===== config.mk =====
export PLATFORM = sky130hd
export DESIGN_NAME = mod_reduce_32
export DESIGN_NICKNAME = d
export VERILOG_FILES = /design/src/rtl/mod_reduce_32.sv
export SDC_FILE = /design/constraint.sdc
export NUM_CORES = 1
export LEC_CHECK = 0
export BUFFER_PORTS_ARGS = -buffer_cell sky130_fd_sc_hd__buf_2
export CAP_MARGIN = 40
export CELL_PAD_IN_SITES_DETAIL_PLACEMENT = 1
export CELL_PAD_IN_SITES_GLOBAL_PLACEMENT = 1
export CORE_MARGIN = 2
export CORE_UTILIZATION = 45
export CTS_CLUSTER_DIAMETER = 150
export CTS_CLUSTER_SIZE = 28
export DETAILED_ROUTE_END_ITERATION = 6
export PLACE_DENSITY_LB_ADDON = 0.1
export SETUP_SLACK_MARGIN = 0.05
export SLEW_MARGIN = 20
export SYNTH_ARGS = -nofsm -noshare
export SYNTH_HDL_FRONTEND = slang
export SYNTH_SLANG_ARGS = --single-unit

===== constraint.sdc =====
create_clock -name clk -period 10.35 [get_ports clk]
set_clock_uncertainty 0.1 [all_clocks]
set_input_delay 1.035 -clock clk [delete_from_list [all_inputs] [get_ports clk]]
set_output_delay 1.035 -clock clk [all_outputs]
set_load 0.005 [all_outputs]

===== src/rtl/mod_reduce_32.sv =====
// Digit-serial modular reduction: returns {sum_carry,sum} mod N given {sum_carry,sum} < 2N.
// Optional range checker lane enabled by defining MOD_REDUCE_RANGE_CHK_EN (adds output err).
module mod_reduce_32 #(
  parameter int WIDTH = 32,
  parameter int DIGIT = 8
) (
  input  logic             clk,
  input  logic             rst,
  input  logic             start,
  input  logic [WIDTH-1:0] sum,
  input  logic             sum_carry,
  input  logic [WIDTH-1:0] modulus,
  output logic             busy,
  output logic             done,
`ifdef MOD_REDUCE_RANGE_CHK_EN
  output logic             err,
`endif
  output logic [WIDTH-1:0] result
);

  localparam int NDIG = WIDTH / DIGIT;
  localparam int CW   = (NDIG > 1) ? $clog2(NDIG) : 1;
  localparam logic [CW-1:0] LAST = CW'(NDIG - 1);

  typedef enum logic [1:0] {IDLE, SUB, DONE} state_t;

  state_t           state_q, state_d;
  logic [CW-1:0]    count_q, count_d;
  logic             borrow_q, borrow_d;
  logic [WIDTH-1:0] sum_q, sum_d;
  logic             carry_q, carry_d;
  logic [WIDTH-1:0] mod_q, mod_d;
  logic [WIDTH-1:0] diff_q, diff_d;
  logic [WIDTH-1:0] result_q, result_d;
  logic             busy_q, busy_d;
  logic             done_q, done_d;

  logic [DIGIT-1:0] sum_dig, mod_dig;
  logic [DIGIT:0]   dig_res;
  logic [WIDTH-1:0] diff_cur;
  logic             sel_diff;

  // One digit of a - b - bin; the MSB of the result is the borrow out.
  function automatic logic [DIGIT:0] sub_digit(input logic [DIGIT-1:0] a,
                                               input logic [DIGIT-1:0] b,
                                               input logic             bin);
    return {1'b0, a} - {1'b0, b} - {{DIGIT{1'b0}}, bin};
  endfunction

  always_comb begin
    sum_dig  = sum_q[count_q*DIGIT +: DIGIT];
    mod_dig  = mod_q[count_q*DIGIT +: DIGIT];
    dig_res  = sub_digit(sum_dig, mod_dig, borrow_q);
    // Merge the digit being computed so the last cycle can select without waiting an edge.
    diff_cur = diff_q;
    diff_cur[count_q*DIGIT +: DIGIT] = dig_res[DIGIT-1:0];
    sel_diff = carry_q | ~dig_res[DIGIT];
  end

`ifdef MOD_REDUCE_RANGE_CHK_EN
  logic           borrow2_q, borrow2_d;
  logic           err_q, err_d;
  logic [DIGIT:0] dig2_res;

  always_comb begin
    dig2_res = sub_digit(dig_res[DIGIT-1:0], mod_dig, borrow2_q);
  end
`endif

  always_comb begin
    state_d  = state_q;
    count_d  = count_q;
    borrow_d = borrow_q;
    sum_d    = sum_q;
    carry_d  = carry_q;
    mod_d    = mod_q;
    diff_d   = diff_q;
    result_d = result_q;
    busy_d   = busy_q;
    done_d   = 1'b0;
`ifdef MOD_REDUCE_RANGE_CHK_EN
    borrow2_d = borrow2_q;
    err_d     = err_q;
`endif
    case (state_q)
      IDLE: begin
        if (start) begin
          sum_d    = sum;
          carry_d  = sum_carry;
          mod_d    = modulus;
          borrow_d = 1'b0;
          count_d  = '0;
          busy_d   = 1'b1;
          state_d  = SUB;
`ifdef MOD_REDUCE_RANGE_CHK_EN
          borrow2_d = 1'b0;
`endif
        end
      end
      SUB: begin
        diff_d   = diff_cur;
        borrow_d = dig_res[DIGIT];
        count_d  = count_q + CW'(1);
`ifdef MOD_REDUCE_RANGE_CHK_EN
        borrow2_d = dig2_res[DIGIT];
`endif
        if (count_q == LAST) begin
          result_d = sel_diff ? diff_cur : sum_q;
          busy_d   = 1'b0;
          done_d   = 1'b1;
          count_d  = '0;
          state_d  = DONE;
`ifdef MOD_REDUCE_RANGE_CHK_EN
          // Still >= N after one subtraction: either a surviving top bit or diff - N did not borrow.
          err_d = sel_diff & ((carry_q & ~dig_res[DIGIT]) | ~dig2_res[DIGIT]);
`endif
        end
      end
      DONE: begin
        state_d = IDLE;
      end
      default: begin
        state_d = IDLE;
      end
    endcase
  end

  always_ff @(posedge clk) begin
    if (rst) begin
      state_q  <= IDLE;
      count_q  <= '0;
      borrow_q <= 1'b0;
      sum_q    <= '0;
      carry_q  <= 1'b0;
      mod_q    <= '0;
      diff_q   <= '0;
      result_q <= '0;
      busy_q   <= 1'b0;
      done_q   <= 1'b0;
`ifdef MOD_REDUCE_RANGE_CHK_EN
      borrow2_q <= 1'b0;
      err_q     <= 1'b0;
`endif
    end else begin
      state_q  <= state_d;
      count_q  <= count_d;
      borrow_q <= borrow_d;
      sum_q    <= sum_d;
      carry_q  <= carry_d;
      mod_q    <= mod_d;
      diff_q   <= diff_d;
      result_q <= result_d;
      busy_q   <= busy_d;
      done_q   <= done_d;
`ifdef MOD_REDUCE_RANGE_CHK_EN
      borrow2_q <= borrow2_d;
      err_q     <= err_d;
`endif
    end
  end

  assign busy   = busy_q;
  assign done   = done_q;
  assign result = result_q;
`ifdef MOD_REDUCE_RANGE_CHK_EN
  assign err    = err_q;
`endif

endmodule


==> results.toml <==
[die]
rows = 43
dieArea_um2 = 15000
ios = 102
core_um2 = 13800
start_util_pct = 45.8
die_w_um = 122
die_height_um = 122

[logic_synthesis]
ys_types = 44
synth_warnings = 0
synthAdderAreaFrac_pct = 4.20
synth_top_cells_by_area = "dfxtp_1 (43%), nand2_1 (11%), a21oi_1 (5.9%)"
syn_nets = 845
synth_mux_area_share_pct = 9.40
ys_seq_area_share_pct = 43.1
synth_top_area_share_pct = 43.1
async_flop_share_pct = 0
netlist_instances = 757
ys.flop_type = "dfxtp_1"
ys_ff_latch = 136
synth_area_per_cell_um2 = 8.34
synth_top_family_by_area = "compound AO/OA/AOI/OAI gates"
syn_area_um2 = 6310
synth-compound-area-share_pct = 19.1
yosysTopAreaCell = "dfxtp_1"
yosys.area_share.simple_pct = 17.6
synth-xor-area-share_pct = 0.694
synth_edf_count = 0

[cells_and_area]
seq_area_um2 = 2720
antennaDiodeCount = 0
syn2layout_area_growth_pct = 21.4
nets = 928
fin_area_um2 = 7660
fin_cells = 1032
fillers = 1710
multi_input_area_um2 = 3250
drive_above_1_share_pct = 20.2

[clock_tree]
clock-sinks = 136
root_buffer = "clkbuf_16"
hold_buffers = 0
clkLatencyLatePin_ns = 0.43
h-tree-depth = 4
clockBufferDepth = 2
cts_resized = 0
cts_tree = "done"
postCtsSetupBuffers = 0
cts_buffers = 17
cts.clk_slew.worst_paths_ns = 0.06

[grt]
grt_pass1_wl_mm = 32.0
grtUsageTotal_pct = 28.2
first_global_vias = 5991
antenna_found_initial = 0
grt_max_degree = 72
grt_overflow_total = 0

[placement]
io_buffers = 101
placed_cells = 1001
dp_hpwl_mm = 13.9
placed_area_um2 = 7000
place.gp.congestion = 0.909

[drt]
drt_wl_total_mm = 20.0
first_pass_iters = 4
vias_per_cell = 5.54
wire_per_inst_um = 19.3
ant_nets = 0
vias = 5718
drt_iter0_drc = 330
drc_errors = 0

[run]
cap_violations = 0

[min_path]
hold_path.class = "flip-flop to flip-flop"

[setup_path]
crit_path_end_kind = "flip-flop"
cp.required_ns = 10.53
worstSetupPathType = "flip-flop to flip-flop"
crit_fanout = 24
cp-start-kind = "flip-flop"
arrival_ns = 4.85

[sta]
post-route-min-period_ns = 4.67
timing.final.hold_violations = 0
finalCritPeriodShare_pct = 45.1
fmax_mhz = 214
slew_headroom_pct = 47.1
rsz0062_at_grt = "false"
drv_slew = 0
tns_ns = 0
max_slew.worst_pin.slew_ns = 0.792
setup_violations = 0

[power]
powerDensity_nw_per_um2 = 205
ir_worst_vdd_mv = 0.117
p_leak_nw = 3.12

[run_status]
status = "finished clean"
cells by family (layout without fill, tap and decap cells):
logic type	after synthesis	in the layout
DFF	136	136
buffers and inverters	96	191
AOI/OAI and AO/OA	197	197
adders and majority gates	20	20
xor gates and xnor gates	5	5
and+or+nand+nor	265	265
muxes	38	38
power by group:
| group | leakage, nW | internal [W] | switching, W |
|---|---|---|---|
| combinational | 1.69 | 0.000122 | 0.000192 |
| sequential | 1.11 | 0.000549 | 0.0000201 |
| clock | 0.318 | 0.000455 | 0.000232 |
| total | 3.12 | 0.00113 | 0.000444 |
cells in the mapped netlist, drive strengths merged (4+ instances only):
| cell type | count |
|---|---|
| a222oi | 8 |
| xnor2 | 5 |
| a211oi | 20 |
| o21ai | 55 |
| clkbuf | 37 |
| ha | 18 |
| dfxtp | 136 |
| nand3b | 4 |
| buf | 12 |
| mux4 | 16 |
| nor2 | 40 |
| nand3 | 5 |
| a21oi | 74 |
| and2 | 7 |
| o2bb2ai | 5 |
| a22oi | 20 |
| inv | 47 |
| nand2 | 185 |
| nand2b | 4 |
| nor2b | 5 |
| mux2i | 22 |
worst max-delay path, cell delays in order (launching register included):
cell and delay [ns]:
dfxtp_1 0.75, buf_8 0.24, mux4_2 0.31, fa_1 0.43, fa_1 0.44, nand2b_1 0.20
a31oi_2 0.40, o21ai_1 0.24, mux2i_4 0.58, buf_4 0.48, mux2i_1 0.24, o21ai_0 0.10
state kept, by name (all words and copies together), names as in the netlist:
signal    flops
diff_q       32
mod_q        32
carry_q       1
borrow_q      1
sum_q        32
busy          1
done          1
result       32
state_q       2
count_q       2
per-layer routing:
metal	vias to the layer above	GRT usage [%]	share of wire, %	wire [um]
met2	165	44.8	48	9540
li1	2767	-	-	-
met3	38	5.07	5.8	1160
met5	-	0	0	0
met4	0	11.8	2.7	530
met1	2748	38.0	44	8740
path summary, 6_finish.rpt:
check	startpoint	end	slack [ns]	cells past startpoint
worst max-delay path	count_q[1]	result[10]	5.68	11
worst min-delay path	result[9]	result[9]	0.35	2
worst max register to register	count_q[1]	result[10]	5.68	11
worst min register to register	result[9]	result[9]	0.35	2
layout by cell type (no fill, tap or decap), types with 20 or more instances in the layout:
cell	n
a21oi_1	73
inv_1	47
buf_2	102
nor2_1	40
mux2i_1	21
a211oi_1	20
a22oi_1	20
nand2_1	184
o21ai_0	54
dfxtp_1	136
cell type report:
type | instances | area share [%]
sequential | 136 | 35.5
clock buffer | 18 | 5.73
timing repair buffer | 113 | 8.10
tap | 180 | 2.94
clock inverter | 13 | 2.96
multi-input combinational | 525 | 42.4
inverter | 47 | 2.30
through the flow:
step	util [%]	setup slack, ns	hold slack (ns)	total power (W)
after floorplan	-	5.94	0.332	0.000799
after global placement	50.3	5.45	0.335	0.000875
after detailed placement	50.8	5.77	0.343	0.000890
after CTS	55.6	5.71	0.356	0.00158
after global routing	55.6	5.42	0.373	0.00164
final	55.6	5.68	0.349	0.00157
Power figures use the tool's default switching activity.
